File: config.mk
export PLATFORM = sky130hd
export DESIGN_NAME = morse_rx_decoder
export DESIGN_NICKNAME = d
export VERILOG_FILES = /design/src/rtl/morse_pkg.sv /design/src/rtl/morse_run_cnt.sv /design/src/rtl/morse_rx_decoder.sv
export SDC_FILE = /design/constraint.sdc
export NUM_CORES = 1
export LEC_CHECK = 0
export BUFFER_PORTS_ARGS = -buffer_cell sky130_fd_sc_hd__clkbuf_2
export CORE_ASPECT_RATIO = 0.6
export CORE_MARGIN = 2
export CORE_UTILIZATION = 45
export CTS_CLUSTER_SIZE = 14
export DETAILED_ROUTE_END_ITERATION = 6
export PLACE_DENSITY = 0.65
export SKIP_CTS_REPAIR_TIMING = 1
export SYNTH_ARGS = -nofsm -noshare
export SYNTH_HDL_FRONTEND = slang
export SYNTH_HIERARCHICAL = 1
export SYNTH_SLANG_ARGS = --single-unit
export TNS_END_PERCENT = 20
File: constraint.sdc
create_clock -name clock -period 2.6 [get_ports clock]
set_input_delay 0.65 -clock clock [delete_from_list [all_inputs] [get_ports clock]]
set_output_delay 0.65 -clock clock [all_outputs]
set_load 0.01 [all_outputs]
File: src/rtl/morse_pkg.sv
// Shared Morse definitions for the LED driver and receive decoder.
// Timing is expressed in Morse units; scaling to cycles happens at use.
package morse_pkg;

  localparam int MORSE_CODE_W   = 8;
  localparam int MORSE_LEN_W    = 4;

  localparam int DOT_UNITS      = 1;
  localparam int DASH_UNITS     = 3;
  localparam int CHAR_GAP_UNITS = 3;
  localparam int WORD_GAP_UNITS = 7;

  typedef enum logic [2:0] {
    IDLE,
    MARK,
    GAP,
    WORD,
    DISCARD
  } morse_rx_state_t;

endpackage

File: src/rtl/morse_run_cnt.sv
// Saturating run-length counter with synchronous clear.
// Counts cycles while inc is high, holding at SAT.
module morse_run_cnt #(
  parameter int W   = 4,
  parameter int SAT = 7
) (
  input  logic         clock,
  input  logic         reset,
  input  logic         clr,
  input  logic         inc,
  output logic [W-1:0] cnt
);

  localparam logic [W-1:0] SAT_V = W'(SAT);

  always_ff @(posedge clock or posedge reset) begin
    if (reset) begin
      cnt <= '0;
    end else if (clr) begin
      cnt <= '0;
    end else if (inc && cnt != SAT_V) begin
      cnt <= cnt + W'(1);
    end
  end

endmodule

File: src/rtl/morse_rx_decoder.sv
// Morse receive decoder: turns the LED on/off stream back into
// MSB-first symbol codes, word-gap markers and timing errors.
module morse_rx_decoder
  import morse_pkg::*;
#(
  parameter int UNIT = 1
) (
  input  logic                    clock,
  input  logic                    reset,
  input  logic                    led_drv,
  output logic                    code_vald,
  output logic [MORSE_CODE_W-1:0] code_data,
  output logic [MORSE_LEN_W-1:0]  code_len,
  output logic                    code_err
);

  localparam int CNT_W = $clog2(WORD_GAP_UNITS*UNIT+1);

  localparam logic [CNT_W-1:0] DOT_C  =
    CNT_W'(DOT_UNITS*UNIT);
  localparam logic [CNT_W-1:0] DASH_C =
    CNT_W'(DASH_UNITS*UNIT);
  // Thresholds minus one: the edge that samples the final 0
  // still sees the count before that 0 is added.
  localparam logic [CNT_W-1:0] CHR_M1 =
    CNT_W'(CHAR_GAP_UNITS*UNIT-1);
  localparam logic [CNT_W-1:0] WRD_M1 =
    CNT_W'(WORD_GAP_UNITS*UNIT-1);

  localparam logic [MORSE_LEN_W-1:0] MAX_SYM =
    MORSE_LEN_W'(MORSE_CODE_W);

  morse_rx_state_t state, state_n;

  logic [CNT_W-1:0]        on_cnt;
  logic [CNT_W-1:0]        off_cnt;
  logic [MORSE_CODE_W-1:0] shreg, shreg_n;
  logic [MORSE_LEN_W-1:0]  sym_cnt, sym_n;
  logic                    emit_chr;
  logic                    emit_spc;
  logic                    err;

  morse_run_cnt #(
    .W   (CNT_W),
    .SAT (4*UNIT)
  ) u_on_cnt (
    .clock (clock),
    .reset (reset),
    .clr   (!led_drv),
    .inc   (led_drv),
    .cnt   (on_cnt)
  );

  morse_run_cnt #(
    .W   (CNT_W),
    .SAT (WORD_GAP_UNITS*UNIT)
  ) u_off_cnt (
    .clock (clock),
    .reset (reset),
    .clr   (led_drv),
    .inc   (!led_drv),
    .cnt   (off_cnt)
  );

  always_comb begin
    state_n  = state;
    shreg_n  = shreg;
    sym_n    = sym_cnt;
    emit_chr = 1'b0;
    emit_spc = 1'b0;
    err      = 1'b0;
    unique case (state)
      IDLE: begin
        if (led_drv) state_n = MARK;
      end
      MARK: begin
        if (!led_drv) begin
          if ((on_cnt == DOT_C || on_cnt == DASH_C) &&
              sym_cnt != MAX_SYM) begin
            shreg_n[~sym_cnt[2:0]] = (on_cnt == DASH_C);
            sym_n   = sym_cnt + MORSE_LEN_W'(1);
            state_n = GAP;
          end else begin
            err     = 1'b1;
            shreg_n = '0;
            sym_n   = '0;
            state_n = DISCARD;
          end
        end
      end
      GAP: begin
        if (led_drv) begin
          state_n = MARK;
        end else if (off_cnt == CHR_M1) begin
          emit_chr = 1'b1;
          shreg_n  = '0;
          sym_n    = '0;
          state_n  = WORD;
        end
      end
      WORD: begin
        if (led_drv) begin
          state_n = MARK;
        end else if (off_cnt == WRD_M1) begin
          emit_spc = 1'b1;
          state_n  = IDLE;
        end
      end
      DISCARD: begin
        shreg_n = '0;
        sym_n   = '0;
        if (!led_drv && off_cnt >= CHR_M1) state_n = IDLE;
      end
      default: state_n = IDLE;
    endcase
  end

  always_ff @(posedge clock or posedge reset) begin
    if (reset) begin
      state     <= IDLE;
      shreg     <= '0;
      sym_cnt   <= '0;
      code_vald <= 1'b0;
      code_err  <= 1'b0;
      code_data <= '0;
      code_len  <= '0;
    end else begin
      state     <= state_n;
      shreg     <= shreg_n;
      sym_cnt   <= sym_n;
      code_vald <= emit_chr | emit_spc;
      code_err  <= err;
      if (emit_chr) begin
        code_data <= shreg;
        code_len  <= sym_cnt;
      end else if (emit_spc) begin
        code_data <= '0;
        code_len  <= '0;
      end
    end
  end

endmodule

==> impl_metrics.env <==
export IMPL_status="completed"
export IMPL_dp_hpwl_mm=2.35
export IMPL_fp_row_count=17
export IMPL_cp_startpoint="sym_cnt[0]$_DFFE_PP0P_"
export IMPL_post_place_cells=220
export IMPL_cts_root_buf="clkbuf_8"
export IMPL_antenna_found_initial=0
export IMPL_syn_area_um2=1760
export IMPL_numCtsBuffers=5
export IMPL_min_period_ns=2.07
export IMPL_synthCells=161
export IMPL_gp_congestion=0.810
export IMPL_synth_top_flop_cell="dfrtp_1"
export IMPL_r2r_start="sym_cnt[0]$_DFFE_PP0P_"
export IMPL_powerDensity_nw_per_um2=697
export IMPL_route_antenna_remaining_nets=0
export IMPL_setup_ws_ns=0.535
export IMPL_grt_pass1_vias=1184
export IMPL_area_growth_pct=11.7
export IMPL_synth_seq_cells=35
export IMPL_buffer_ports_inserted=16
export IMPL_ys_types=42
export IMPL_path_clk_slew_ns=0.07
export IMPL_initialDrtViolationCount=76
export IMPL_ys_warn_count=6
export IMPL_clock_sinks=35
export IMPL_wl_mm=3.42
export IMPL_required_ns=2.83
export IMPL_vdd_drop_max_uv=305
export IMPL_criticalPathCategory="reg -> reg"
export IMPL_seq_area_frac_synth=0.496
export IMPL_vias=1261
export IMPL_period_share=0.794
export IMPL_clock_latency_ns=0.29
export IMPL_worstPathArrival_ns=2.30
export IMPL_core_area_um2=3720
export IMPL_die_height_um=52.5
export IMPL_fmax_mhz=484
export IMPL_leakage_nw=0.962
export IMPL_drcViolationCount=0
export IMPL_synth_edf_count=0
export IMPL_cts_tree="done"
export IMPL_async_reset_ff_frac=1.00
export IMPL_cts_buffer_depth=2
export IMPL_hold_viol=0
export IMPL_fin_tns_setup_ns=0
export IMPL_post_drt_wl_per_cell_um=15.1
export IMPL_grt_max_degree=30
export IMPL_diodes=0
export IMPL_drive_above_1_share=0.200
export IMPL_finalMaxSlewViolations=0
export IMPL_grt_use_total=0.178
export IMPL_fillers=316
export IMPL_die_w_um=84.8
export IMPL_tightest_slew_ns=0.477
export IMPL_hold_path_class="in -> async"
export IMPL_io_pins=17
export IMPL_grt_pass1_wl_mm=5.87
export IMPL_grt_ovfl_total=0
export IMPL_slew_headroom=0.682
export IMPL_setup_violations=0
export IMPL_startpoint_type="flop"
export IMPL_worstPathMaxFanout=8
export IMPL_first_pass_iters=4
export IMPL_vias_per_cell=5.56
export IMPL_start_util=0.474
export IMPL_place_ws_ns=0.388
export IMPL_htreeDepth=2
export IMPL_layout_cells_non_filler=227
export IMPL_die_area_um2=4450
export IMPL_rsz0062_at_grt="false"
export IMPL_syn_nets=170
export IMPL_nets=189
export IMPL_endpoint_kind="flop"
export IMPL_synth_avg_cell_area_um2=11.0
export IMPL_fin_skew_ns=0.00245
export IMPL_max_cap_violations=0
[final cells by class]
class / count / area [µm²] / area share
timing repair buffer: 19 / 103 / 0.0521
multi-input combinational: 100 / 774 / 0.393
tap: 47 / 58.8 / 0.0298
clock buffer: 6 / 82.6 / 0.0419
clock inverter: 1 / 5.00 / 0.00254
inverter: 19 / 71.3 / 0.0362
sequential: 35 / 876 / 0.444
[registers in the layout, summed over array words and instances, names as in the netlist]
| signal | flops |
|---|---|
| code_data | 8 |
| shreg | 8 |
| code_len | 4 |
| sym_cnt | 4 |
| state | 3 |
| u_off_cnt/cnt | 3 |
| u_on_cnt/cnt | 3 |
| code_err | 1 |
| code_vald | 1 |
[worst max-delay path: stages, from the launching register on]
cell	delay, ns
dfrtp_1	0.54
inv_1	0.18
ha_1	0.23
and3b_1	0.22
or4_4	0.57
nor4_4	0.15
a211o_1	0.12
[synthesized netlist by cell type (all sizes together), types with 2 or more instances]
cell,number,area [µm²]
clkbuf,4,15.0
a21oi,5,25.0
o211ai,3,22.5
nand4bb,2,22.5
dfrtp,35,876
nor2b,4,32.5
o21ai,4,20.0
inv,19,71.3
nand2b,7,43.8
buf,3,27.5
mux2i,2,20.0
nor2,8,30.0
a22oi,2,15.0
o22ai,2,12.5
nand2,4,15.0
nand4,2,12.5
ha,6,75.1
or3,3,18.8
mux2,3,41.3
o221ai,5,43.8
a22o,12,105
nor3,2,10.0
nand3,9,45.0
[power breakdown]
part           switching (W)  total [W]  internal [W]
clock network       0.000188   0.000396      0.000208
registers          0.0000920   0.000706      0.000614
logic               0.000149   0.000271      0.000122
total               0.000430    0.00137      0.000943
[metal layers]
layer,vias up,share of wire,global-route usage
li1,618,-,-
met1,602,0.55,0.265
met2,31,0.39,0.238
met3,10,0.042,0.0535
met4,0,0.017,0.0714
met5,-,0,0
[cell families (layout without fill, tap and decap cells)]
kind of cell / Yosys count / after routing / share of synthesized area
and+or+nand+nor: 48 / 48 / 0.176
buffers and inverters: 26 / 45 / 0.0645
AOI/OAI and AO/OA: 39 / 39 / 0.176
muxes: 5 / 5 / 0.0348
xor gates and xnor gates: 2 / 2 / 0.00993
adders and majority gates: 6 / 6 / 0.0426
DFF: 35 / 35 / 0.496
[final timing paths]
kind / slack [ns] / cells past startpoint / to
worst max-delay path: 0.53 / 6 / shreg[7]$_DFFE_PP0P_
worst min-delay path: 0.23 / 2 / u_off_cnt/cnt[2]$_DFFE_PP0P_
worst max register to register: 0.53 / 6 / shreg[7]$_DFFE_PP0P_
worst min register to register: 0.50 / 1 / code_data[3]$_DFFE_PP0P_
max in group asynchronous: 1.90 / 3 / state[0]$_DFFE_PP0P_
min in group clock: 0.50 / 1 / code_data[3]$_DFFE_PP0P_
[layout by cell type (no fill, tap or decap), types with 2 or more instances in the layout]
cell type  count
a21oi_1        5
a22o_1        12
a22oi_1        2
buf_4          3
clkbuf_2      16
clkbuf_8       6
dfrtp_1       35
ha_1           6
inv_1         19
mux2_4         2
mux2i_1        2
nand2_1        4
nand2b_1       7
nand3_1        9
nand4_1        2
nand4bb_1      2
nor2_1         8
nor2b_1        3
nor3_1         2
o211ai_1       3
o21ai_0        2
o21ai_1        2
o221ai_1       5
o22ai_1        2
or3_1          3
[stage by stage]
| stage | utilization | hold slack (ns) | power (W) | instance area, µm² |
|---|---|---|---|---|
| floorplan | - | 0.404 | 0.000910 | 1760 |
| global placement | 0.506 | 0.481 | 0.000971 | 1880 |
| detailed placement | 0.506 | 0.486 | 0.000985 | 1880 |
| CTS | 0.529 | 0.228 | 0.00138 | 1970 |
| global route | 0.529 | 0.238 | 0.00146 | 1970 |
| finish | 0.529 | 0.231 | 0.00137 | 1970 |
No activity file was read; power rests on OpenSTA's default activity.
